<file path="config.mk">
export PLATFORM = sky130hd
export DESIGN_NAME = pulse_stretcher_flat
export DESIGN_NICKNAME = d
export VERILOG_FILES = /design/src/rtl/pulse_stretcher_if.sv /design/src/rtl/pulse_stretcher.sv /design/src/flat_wrapper.sv
export SDC_FILE = /design/constraint.sdc
export NUM_CORES = 1
export LEC_CHECK = 0
export ABC_CLOCK_PERIOD_IN_PS = 2700
export BUFFER_PORTS_ARGS = -buffer_cell sky130_fd_sc_hd__buf_4
export CAP_MARGIN = 20
export CORE_MARGIN = 2
export CORE_UTILIZATION = 57
export CTS_CLUSTER_DIAMETER = 40
export DETAILED_ROUTE_END_ITERATION = 7
export GPL_TIMING_DRIVEN = 0
export PLACE_DENSITY = 0.77
export SLEW_MARGIN = 20
export SYNTH_ARGS = -nofsm -noshare
export SYNTH_HDL_FRONTEND = slang
export SYNTH_SLANG_ARGS = --single-unit
</file>
<file path="constraint.sdc">
create_clock -name clk -period 2.7 [get_ports clk]
set_input_delay 0.27 -clock clk [delete_from_list [all_inputs] [get_ports clk]]
set_output_delay 0.27 -clock clk [all_outputs]
set_load 0.1 [all_outputs]
</file>
<file path="src/rtl/pulse_stretcher_if.sv">
// ============================================================================
// pulse_stretcher_if : strobe request / stretched level interface
// Revision 1.0 - initial release
// ============================================================================
`default_nettype none

interface pulse_stretcher_if #(
  parameter int PEND_W = 2
);
  logic              strobe_n;
  logic              clear_ovf;
  logic              level_out;
  logic              busy;
  logic [PEND_W-1:0] pending;
  logic              overflow;

  modport master (
    output strobe_n, clear_ovf,
    input  level_out, busy, pending, overflow
  );

  modport slave (
    input  strobe_n, clear_ovf,
    output level_out, busy, pending, overflow
  );
endinterface

`default_nettype wire

</file>
<file path="src/rtl/pulse_stretcher.sv">
// ============================================================================
// pulse_stretcher : active-low strobes -> fixed-length high levels, queued
// Revision 1.0 - initial release
// ============================================================================
`default_nettype none

module pulse_stretcher #(
  parameter int HOLD_CYCLES = 4,
  parameter int GAP_CYCLES  = 2,
  parameter int MAX_PENDING = 3,
  parameter int PEND_W      = 2,
  parameter int CNT_W       = 8
) (
  input  wire logic         clk,
  input  wire logic         reset,
  pulse_stretcher_if.slave  bus
);

  typedef enum logic [1:0] {
    IDLE = 2'd0,
    HOLD = 2'd1,
    GAP  = 2'd2
  } state_t;

  localparam logic [CNT_W-1:0]  C_HOLD_LAST = CNT_W'(HOLD_CYCLES - 1);
  localparam logic [CNT_W-1:0]  C_GAP_LAST  = CNT_W'(GAP_CYCLES - 1);
  localparam logic [PEND_W-1:0] C_MAX_PEND  = PEND_W'(MAX_PENDING);
  localparam logic [PEND_W-1:0] C_ONE       = PEND_W'(1);
  localparam logic [CNT_W-1:0]  C_CNT_ONE   = CNT_W'(1);

  state_t            state;
  logic [CNT_W-1:0]  counter;
  logic [PEND_W-1:0] pending;
  logic              level;
  logic              busy;
  logic              overflow;

  logic req;
  logic cnt_zero;
  logic at_max;
  logic queue_req;
  logic drop;

  always_comb begin
    req       = ~bus.strobe_n;
    cnt_zero  = (counter == '0);
    at_max    = (pending == C_MAX_PEND);
    // Requests are queued during HOLD and all but the final GAP cycle;
    // on the final GAP cycle a request either launches or cancels a dequeue.
    queue_req = req && ((state == HOLD) || ((state == GAP) && !cnt_zero));
    drop      = queue_req && at_max;
  end

  always_ff @(posedge clk) begin
    if (reset) begin
      state    <= IDLE;
      counter  <= '0;
      pending  <= '0;
      level    <= 1'b0;
      busy     <= 1'b0;
      overflow <= 1'b0;
    end else begin
      // A fresh drop wins over a simultaneous clear.
      if (drop) begin
        overflow <= 1'b1;
      end else if (bus.clear_ovf) begin
        overflow <= 1'b0;
      end

      if (queue_req && !at_max) begin
        pending <= pending + C_ONE;
      end

      case (state)
        IDLE: begin
          if (req) begin
            state   <= HOLD;
            counter <= C_HOLD_LAST;
            level   <= 1'b1;
            busy    <= 1'b1;
          end
        end

        HOLD: begin
          if (!cnt_zero) begin
            counter <= counter - C_CNT_ONE;
          end else begin
            state   <= GAP;
            counter <= C_GAP_LAST;
            level   <= 1'b0;
          end
        end

        GAP: begin
          if (!cnt_zero) begin
            counter <= counter - C_CNT_ONE;
          end else if ((pending != '0) || req) begin
            state   <= HOLD;
            counter <= C_HOLD_LAST;
            level   <= 1'b1;
            // A queued launch with a new request leaves the count unchanged;
            // a direct launch from an empty queue never touches it.
            if (!req) begin
              pending <= pending - C_ONE;
            end
          end else begin
            state <= IDLE;
            busy  <= 1'b0;
          end
        end

        default: begin
          state   <= IDLE;
          counter <= '0;
          pending <= '0;
          level   <= 1'b0;
          busy    <= 1'b0;
        end
      endcase
    end
  end

  assign bus.level_out = level;
  assign bus.busy      = busy;
  assign bus.pending   = pending;
  assign bus.overflow  = overflow;

endmodule

`default_nettype wire

</file>
<file path="src/flat_wrapper.sv">
// flat-port wrapper written by rule: the top's interface ports become plain ports
module pulse_stretcher_flat 
#(
  parameter int HOLD_CYCLES = 4,
  parameter int GAP_CYCLES  = 2,
  parameter int MAX_PENDING = 3,
  parameter int PEND_W      = 2,
  parameter int CNT_W       = 8
)
  (clk, reset, bus_strobe_n, bus_clear_ovf, bus_level_out, bus_busy, bus_pending, bus_overflow);
  pulse_stretcher_if #(.PEND_W(PEND_W)) bus_i ();
  input  wire logic clk;
  input  wire logic reset;
  input wire logic [$bits(bus_i.strobe_n)-1:0] bus_strobe_n;
  input wire logic [$bits(bus_i.clear_ovf)-1:0] bus_clear_ovf;
  output wire logic [$bits(bus_i.level_out)-1:0] bus_level_out;
  output wire logic [$bits(bus_i.busy)-1:0] bus_busy;
  output wire logic [$bits(bus_i.pending)-1:0] bus_pending;
  output wire logic [$bits(bus_i.overflow)-1:0] bus_overflow;
  assign bus_i.strobe_n = bus_strobe_n;
  assign bus_i.clear_ovf = bus_clear_ovf;
  assign bus_level_out = bus_i.level_out;
  assign bus_busy = bus_i.busy;
  assign bus_pending = bus_i.pending;
  assign bus_overflow = bus_i.overflow;
  pulse_stretcher #(.HOLD_CYCLES(HOLD_CYCLES), .GAP_CYCLES(GAP_CYCLES), .MAX_PENDING(MAX_PENDING), .PEND_W(PEND_W), .CNT_W(CNT_W)) u_core (.clk(clk), .reset(reset), .bus(bus_i));
endmodule
</file>
Word-level counts from Yosys, hierarchy flattened. Cells that the tools add are included.

Bits in registers: 15. Output and inout bits: 5. Logic and storage cells: 62.

Eq/ne operators: 9. Reductions and logical operators: 17. Multiplexer cells: 25. Add/subtract/negate cells: 3. Bitwise gates (word level): 2.

Operator list (number): $mux 8 (4); $pmux 8 s3 (1); $mux 2 (7); $mux 1 (9); $logic_not 8->1 (1); $reduce_and 4->1 (2); $sub 8x1->8 const B (1); $ne 2x2->1 const B (3); $pmux 1 s3 (2); $pmux 2 s3 (1); $eq 2x2->1 const B (2); $logic_and 1x1->1 (4); $ne 2x1->1 const B (2); $pmux 2 s2 (1); $reduce_bool 2->1 (2); $ne 3x3->1 const B (1); $reduce_and 3->1 (1); $add 2x1->2 const B (1); $eq 2x1->1 const B (1); $logic_not 1->1 (2); $logic_not 2->1 (1); $logic_or 1x1->1 (2); $not 1->1 (2); $reduce_and 2->1 (1); 2 further kinds (2).

Longest topological paths before layout. Gate-level depths: netlist of run 1.

Depth in word-level cells: 11. Depth in mapped cells: 7. Mapped depth without buffers: 6.

Least setup slack after synthesis of run 1. Ideal clock, no wire load.

Kind: flip-flop to flip-flop. Start point: register u_core.pending[0] (netlist: u_core.bus.pending[0]). End point: register u_core.counter[7]. Period minus slack after synthesis: 2415 ps. Arrival: 2345 ps. Setup time: 70 ps. Data required time: 2630 ps. Setup slack: 285 ps. Cell stages (with the launch flop): 7. Path through: dfxtp_1 > inv_1 > ha_1 > nand2_1 > nor4_4 > or4b_2 > a21oi_1.

Word-level cells in the longest chain between the ends: 4.

Ends and longest elaborated chain: start: declaration (line pulse_stretcher.sv:33) `logic [PEND_W-1:0] pending;`; start signal: assignment (line pulse_stretcher.sv:71) `pending <= pending + C_ONE;`; start signal: assignment (line pulse_stretcher.sv:104) `pending <= pending - C_ONE;`; $reduce_bool 2->1 (line pulse_stretcher.sv:97) `end else if ((pending != '0) || req) begin`; $logic_or 1x1->1 (line pulse_stretcher.sv:97); $ne 3x3->1 (no source line); $reduce_and 2->1 (no source line); end signal: assignment (line pulse_stretcher.sv:86) `counter <= counter - C_CNT_ONE;`; end signal: assignment (line pulse_stretcher.sv:96) `counter <= counter - C_CNT_ONE;`; end: declaration (line pulse_stretcher.sv:32) `logic [CNT_W-1:0] counter;`.

No other way between the ends. A chain may end at the register's enable or synchronous reset.

Worst setup path in the final report of run 1.
Start point: register u_core.counter[2]. End point: register u_core.counter[7].

Word-level cells in the longest chain between the ends: 3. Elaborated cells on any way between the ends: 7. Classes of those cells: add/sub (1); eq/ne (1); mux (3); reduce/logical (2).

Ends and longest elaborated chain: $sub 8x1->8 / $logic_not 8->1 (equally long branches) (line pulse_stretcher.sv:86, pulse_stretcher.sv:96, pulse_stretcher.sv:46); $mux 8 (tied with other cells) (line pulse_stretcher.sv:95) `if (!cnt_zero) begin`; $pmux 8 s3 / $reduce_and 2->1 (equally long branches).

Parallel ways exist; a longest one is shown, timed or not.

==> key figures, run 1 <==
Finish
  – Register area: approximately 300 µm²
  – # fillers: about 150
  – Final nets: approximately 150
  – Layout area overhead: 10.7%
  – Final std cells w/o fill: between 150 and 200
  – Proportion of layout cells with a drive suffix above 1: 0.147
  – Post-layout util: 0.667
  – Multi-input gate area: about 670 µm²
  – Inserted Diodes: 0

Logic synthesis
  – Synth Instances: between 100 and 150
  – Cell taking the most area after synthesis: dfxtp_1
  – Sequential element share of the synthesized area: 0.292
  – Top cells by area, synth: dfxtp_1 (29%), a21oi_1 (7.8%), ha_1 (4.9%)
  – Synthesized net count: 140
  – Mapped Area: just over 1000 µm²
  – Post-synth ARST share: 0
  – Yosys Warn Count: 0
  – Dominant synthesized flop cell: dfxtp_1
  – Synthesized flop and latch total: 15
  – Top-area cell type share of the netlist area: 0.292
  – Post-synth EDFFs: 0
  – Netlist cell types: 44
  – Synthesized area per cell: ~8 µm²

Setup path
  – Worst Setup SP: u_core.counter[2]$_SDFFE_PP0P_
  – Arrival @ worst endpoint: ~2200 ps
  – CP peak stage delay: a little over 700 ps
  – Critical path class: reg -> reg
  – R2r startpoint: u_core.counter[2]$_SDFFE_PP0P_
  – Crit-path slowest cell: nor4_1
  – Critical Path Start Type: flip-flop
  – Required time worst endpoint: about 2900 ps
  – Critical path buffer and inverter count: 1
  – Worst-path fanout max: 10
  – Family with the most delay on the worst path: simple AND/OR/NAND/NOR gates
  – CP cell instances: nor4_1, buf_2, a31oi_1, o21ai_0, a21oi_1
  – Critical path capture point type: flip-flop

CTS
  – Clock Latency Late Sink: 290 ps
  – CTS sink cnt: 15
  – CTS resizes: 0
  – Clk pin slew, worst setup/hold paths: approximately 90 ps
  – H-Tree Depth: 1
  – CTS tree: built
  – Root buf cell: clkbuf_4
  – Max Buffers Root-to-Sink: 2
  – # hold bufs at CTS: 0
  – CTS Buf Count: 3
  – Post-CTS Setup Repair Bufs: 0

Timing
  – Worst slew margin: 0.483
  – Final hold vios: 0
  – Min Tclk post-route: about 2100 ps
  – FMAX: roughly 480 MHz
  – Clk_skew: ~9.8 ps
  – Final setup TNS: 0 ps
  – RSZ-0062 raised after global routing: no
  – Worst-Margin Slew: about 770 ps
  – Max Slew Vio Count: 0
  – Setup Viol. Count Final: 0
  – Final period util: 0.767

Global route
  – Overflow after GRT: 0
  – Vias in the first global route: about 930
  – Largest net degree at the start of global routing: 11
  – First-pass GRT wire length: slightly below 4 mm
  – GRT Total Usage: 0.254
  – Antenna violations before repair: 0

Route
  – Wire per inst: 14.0 µm
  – Via count: slightly above 1000
  – DRT Pass-1 Iters: 4
  – Initial DRC count: 14
  – Vias/cell: 6.15
  – Antenna-violating nets left: 0
  – Drt total wl: 2.35 mm
  – Drc violations: 0

Die
  – Area of the die: 2160 µm²
  – I/O Pins: 9
  – Row cnt: 15
  – Height of the die: roughly 46 µm
  – Initial Util: 0.602
  – Die W: between 40 and 50 µm
  – Core Area: approximately 1700 µm²

Placed design
  – HPWL after DPL: 1.79 mm
  – Placed cells: 164
  – RD Place Congestion: approximately 0.90
  – Port Buf Inserts: 7

Status
  – Outcome: completed

Min path
  – Hold Crit Start: bus_clear_ovf
  – Hold WC Path Type: in -> reg

Flow run
  – Total of max-cap violations: 0
[metrics by stage]
step	cell area, µm²	setup slack (ps)	hold WS, ps
after floorplan	1030	285	434
after global placement	1110	677	457
after detailed placement	1110	638	462
after CTS	1140	627	231
after global routing	1140	388	242
final	1140	629	242
[kinds of logic after synthesis]
family | count (synthesis) | share of synthesized area
and+or+nand+nor | 50 | 0.302
AOI/OAI and AO/OA | 46 | 0.285
buffers and inverters | 15 | 0.0560
DFF | 15 | 0.292
adders and majority gates | 4 | 0.0487
xor gates and xnor gates | 2 | 0.0170
[Yosys cell counts, drive strengths merged (3+ instances only)]
cell type / n
nand2: 8
clkbuf: 6
nor2: 9
nor2b: 4
o21ai: 10
a21oi: 16
inv: 8
a31oi: 3
dfxtp: 15
nor3: 3
nor4: 3
nand2b: 4
a211oi: 3
ha: 4
[registers in the layout (all words and copies together), names as in the netlist]
name	count
u_core.counter	8
u_core.state	2
u_core.bus.busy	1
u_core.bus.level_out	1
u_core.bus.overflow	1
u_core.bus.pending	2
[area by class of cell]
cell class / instances / area share
clock buffer: 4 / 0.0231
sequential: 15 / 0.264
tap: 25 / 0.0275
buffer: 7 / 0.0242
timing repair buffer: 7 / 0.0462
inverter: 8 / 0.0264
multi-input combinational: 102 / 0.589
[cells in the final DEF, fill, tap and decap left out, types with 3 or more instances in the layout]
cell type	Yosys	layout
a21oi_1	16	16
buf_4	0	7
o21ai_0	10	10
clkbuf_4	0	3
nor2b_1	4	4
nor3_1	3	3
nor2_1	8	8
nand2b_1	4	4
nand2_1	8	8
a211oi_1	3	3
inv_1	8	8
dfxtp_1	15	15
ha_1	4	4
a31oi_1	3	3
clkbuf_1	6	7
[worst min-delay path, cell delays in order]
cell,delay (ps)
buf_4,70
nand2b_1,80
a21oi_1,50
[worst paths after layout]
path         cells after the start                                to  slack (ps)
min                              3  u_core.bus.overflow$_SDFFE_PP0P_         240
min reg2reg                      2  u_core.bus.overflow$_SDFFE_PP0P_         470
max reg2reg                      5    u_core.counter[7]$_SDFFE_PP0P_         630
max                              5    u_core.counter[7]$_SDFFE_PP0P_         630
[per-layer routing]
layer	track usage	part of all wire	up-vias
met5	0	0	-
met4	0.160	0.022	0
met3	0.0510	0.025	7
met2	0.417	0.49	13
met1	0.296	0.46	499
li1	-	-	514
Power of run 1 is not shown: default switching activity piles up to over one toggle a cycle in this logic, so the estimate is an artifact.
==> run 2, diff against run 1 <==
--- a/config.mk
+++ b/config.mk
@@ -5,7 +5,8 @@
 export SDC_FILE = /design/constraint.sdc
 export NUM_CORES = 1
 export LEC_CHECK = 0
-export ABC_CLOCK_PERIOD_IN_PS = 2700
+export ABC_AREA = 1
+export ABC_CLOCK_PERIOD_IN_PS = 2110
 export BUFFER_PORTS_ARGS = -buffer_cell sky130_fd_sc_hd__buf_4
 export CAP_MARGIN = 20
 export CORE_MARGIN = 2
==> constraint.sdc (replaced) <==
create_clock -name clk -period 2.11 [get_ports clk]
set_input_delay 0.211 -clock clk [delete_from_list [all_inputs] [get_ports clk]]
set_output_delay 0.211 -clock clk [all_outputs]
set_load 0.1 [all_outputs]
==> run 2 against run 1 <==
Against the previous run:
- sequential share of layout area is 1.4 points higher
- first-iteration DRC count down 43%
- register-to-register slack got worse by 70 ps
- die area is 4.6% lower
- utilization grew 3.0 points
- clock skew decreased by 2.3 ps
- critical path depth increased by 5
- fmax up 34%
- hold slack got worse by 70 ps
- highest routed layer unchanged
==> key figures, run 2 <==
Status
  – Outcome: completed (unchanged)

Die
  – Area of the die: 2060 µm² (was 2160 µm²)
  – Row cnt: 14 (was 15)
  – Height of the die: 45.4 µm (was 46.5 µm)
  – Initial Util: 0.627 (was 0.602)
  – Core Area: 1560 µm² (was 1710 µm²)
  – I/O Pins: 9 (unchanged)
  – Die W: 45.4 µm (was 46.5 µm)

Timing
  – Worst slew margin: 0.705 (was 0.483)
  – RSZ-0062 raised after global routing: no (unchanged)
  – Clk_skew: 7.42 ps (was 9.77 ps)
  – Worst-Margin Slew: 438 ps (was 768 ps)
  – Final period util: 0.734 (was 0.767)
  – Min Tclk post-route: 1550 ps (was 2070 ps)
  – Final hold vios: 0 (unchanged)
  – Max Slew Vio Count: 0 (unchanged)
  – Final setup TNS: 0 ps (unchanged)
  – Setup Viol. Count Final: 0 (unchanged)
  – Final worst setup slack: 560 ps (was 629 ps)
  – FMAX: 645 MHz (was 483 MHz)

Logic synthesis
  – Dominant synthesized flop cell: dfxtp_1 (unchanged)
  – Synth Instances: 127 (was 132)
  – Mapped Area: 977 µm² (was 1030 µm²)
  – Post-synth EDFFs: 0 (unchanged)
  – Synthesized area per cell: 7.69 µm² (was 7.79 µm²)
  – Most instantiated cells after synthesis: nand2_1 (21), inv_1 (16), dfxtp_1 (15) (was a21oi_1 (16), dfxtp_1 (15), o21ai_0 (10))
  – Cell taking the most area after synthesis: dfxtp_1 (unchanged)
  – Top-area cell type share of the netlist area: 0.307 (was 0.292)
  – Synthesized flop and latch total: 15 (unchanged)
  – Netlist cell types: 27 (was 44)
  – Top cells by area, synth: dfxtp_1 (31%), nand2_1 (8.1%), nand2_4 (6.9%) (was dfxtp_1 (29%), a21oi_1 (7.8%), ha_1 (4.9%))
  – Yosys Warn Count: 0 (unchanged)
  – Post-synth ARST share: 0 (unchanged)
  – Most numerous cell in the Yosys netlist: nand2_1 (was a21oi_1)
  – Synthesized net count: 135 (was 140)
  – Sequential element share of the synthesized area: 0.307 (was 0.292)

Global route
  – First-pass GRT wire length: 3.12 mm (was 3.91 mm)
  – Vias in the first global route: 714 (was 931)
  – GRT Total Usage: 0.213 (was 0.254)
  – Largest net degree at the start of global routing: 11 (unchanged)
  – Overflow after GRT: 0 (unchanged)
  – Antenna violations before repair: 0 (unchanged)

Finish
  – Proportion of layout cells with a drive suffix above 1: 0.245 (was 0.147)
  – Layout area overhead: 11.1% (was 10.7%)
  – Post-layout util: 0.697 (was 0.667)
  – Largest regs: u_core.counter (8), u_core.bus.pending (2), u_core.state (2) (unchanged)
  – Most frequent cells in the layout: nand2_1 (21), inv_1 (16), dfxtp_1 (14), nor2_1 (12) (was a21oi_1 (16), dfxtp_1 (15), o21ai_0 (10))
  – Max FFs per register: 8 (unchanged)
  – Final nets: 148 (was 152)
  – Most common cell after layout, fill and taps aside: nand2_1 (was a21oi_1)
  – Biggest register: u_core.counter (unchanged)
  – Inserted Diodes: 0 (unchanged)

CTS
  – H-Tree Depth: 1 (unchanged)
  – Max Buffers Root-to-Sink: 2 (unchanged)
  – CTS Buf Count: 3 (unchanged)
  – CTS resizes: 0 (unchanged)
  – Post-CTS Setup Repair Bufs: 0 (unchanged)
  – CTS tree: built (unchanged)
  – # hold bufs at CTS: 0 (unchanged)
  – Clk pin slew, worst setup/hold paths: 90 ps (about the same)
  – Root buf cell: clkbuf_4 (unchanged)
  – Clock Latency Late Sink: 290 ps (about the same)
  – CTS sink cnt: 15 (unchanged)

Pwr
  – Part of the power in combinational logic: 0.649
  – Net Sw Power: around 970 µW
  – Pwr Density: 1660 nW/µm²
  – Register share of total power: 0.258
  – Clk pwr share: 0.092
  – Leakage: 0.000483 µW
  – Int Pwr: slightly above 800 µW
  – Maximum vdd drop: roughly 960 µV
  – Switch share: 0.539
  – Power, Total: roughly 1800 µW

Setup path
  – Critical path class: reg -> reg (unchanged)
  – Critical path capture point type: flip-flop (unchanged)
  – R2r setup slk: 560 ps (was 630 ps)
  – R2r startpoint: u_core.counter[0]$_SDFFE_PP0P_ (was u_core.counter[2]$_SDFFE_PP0P_)
  – Reg2Reg Depth: 10 (was 5)
  – Required time worst endpoint: 2340 ps (was 2870 ps)
  – Worst-path fanout max: 8 (was 10)
  – Critical Path Start Type: flip-flop (unchanged)
  – Arrival @ worst endpoint: 1780 ps (was 2240 ps)
  – Reg-to-reg endpoint: u_core.counter[3]$_SDFFE_PP0P_ (was u_core.counter[7]$_SDFFE_PP0P_)

Min path
  – Worst Hold End: u_core.bus.overflow$_SDFFE_PP0P_ (unchanged)
  – Hold WC Path Type: in -> reg (unchanged)
  – Hold Path Depth: 4 (was 3)
  – Hold Crit Start: bus_clear_ovf (unchanged)

Placed design
  – Port Buf Inserts: 8 (was 7)
  – Dpl ws: 586 ps (was 638 ps)
  – RD Place Congestion: 0.851 (was 0.903)
  – HPWL after DPL: 1.48 mm (was 1.79 mm)

Route
  – Via count: 847 (was 1033)
  – Antenna-violating nets left: 0 (unchanged)
  – Wire per inst: 12.1 µm (was 14.0 µm)
  – Drt total wl: 1.88 mm (was 2.35 mm)
  – Initial DRC count: 8 (was 14)
  – Vias/cell: 5.46 (was 6.15)
  – DRT Pass-1 Iters: 4 (unchanged)
  – Drc violations: 0 (unchanged)

Flow run
  – Total of max-cap violations: 0 (unchanged)
run 2: worst max path at each step:
stage	from	slack, ps	end	cells after the start
2_1_floorplan	u_core.bus.pending[1]$_SDFF_PP0_	30	u_core.counter[3]$_SDFFE_PP0P_	10
3_3_place_gp	u_core.counter[0]$_SDFFE_PP0P_	600	u_core.counter[3]$_SDFFE_PP0P_	10
3_5_place_dp	u_core.counter[0]$_SDFFE_PP0P_	590	u_core.counter[3]$_SDFFE_PP0P_	10
4_1_cts	u_core.counter[0]$_SDFFE_PP0P_	550	u_core.counter[3]$_SDFFE_PP0P_	10
5_1_grt	u_core.bus.pending[1]$_SDFF_PP0_	460	u_core.counter[3]$_SDFFE_PP0P_	10
6_report	u_core.counter[0]$_SDFFE_PP0P_	560	u_core.counter[3]$_SDFFE_PP0P_	10
run 2: logic make-up after synthesis:
group | after synthesis | share of synthesized area
AO/OA/AOI/OAI | 17 | 0.119
adder cells (fa/ha/maj) | 4 | 0.0512
flip-flops | 15 | 0.307
XOR/XNOR | 3 | 0.0269
AND/OR/NAND/NOR | 68 | 0.414
buffers and inverters | 20 | 0.0819
run 2: layout make-up:
type	count	area, µm²
plain buffers	1	3.75
clock buffers	3	22.5
clock inverters	1	5.00
fillers	136	473
inverters	19	76.3
multi-input cells	92	597
flip-flops and latches	15	302
well taps	16	20.0
repair buffers	8	60.1
run 2: per-layer routing:
layer | up-vias | global-route usage | routed length [µm]
met2 | 28 | 0.344 | 904
met5 | - | 0 | 0
met3 | 2 | 0.0833 | 128
met1 | 379 | 0.272 | 828
li1 | 438 | - | -
met4 | 0 | 0.0353 | 19
run 2: stage by stage:
step / instances / hold slack (ps) / area (µm²)
finish: 155 / 171 / 1090
global route: 155 / 203 / 1090
CTS: 155 / 167 / 1090
global placement: 151 / 454 / 1060
detailed placement: 151 / 464 / 1060
floorplan: 127 / 374 / 978
run 2: power groups by stage:
stage	clock network [µW]	registers [µW]	logic [µW]
2_1_floorplan	0	609	839
3_3_place_gp	0	463	1150
3_5_place_dp	0	467	1170
4_1_cts	175	462	1170
5_1_grt	187	476	1280
6_report	166	464	1170
run 2: worst max-delay path: stages (launching register included):
cell     delay, ps
dfxtp_1        390
inv_1           80
ha_1           230
nand2_4        120
nor2_8          70
nand2_4         90
nand2_8         80
inv_6           70
nand2_2         40
or2_1          230
a21oi_2        100
Power figures use the tool's default switching activity.
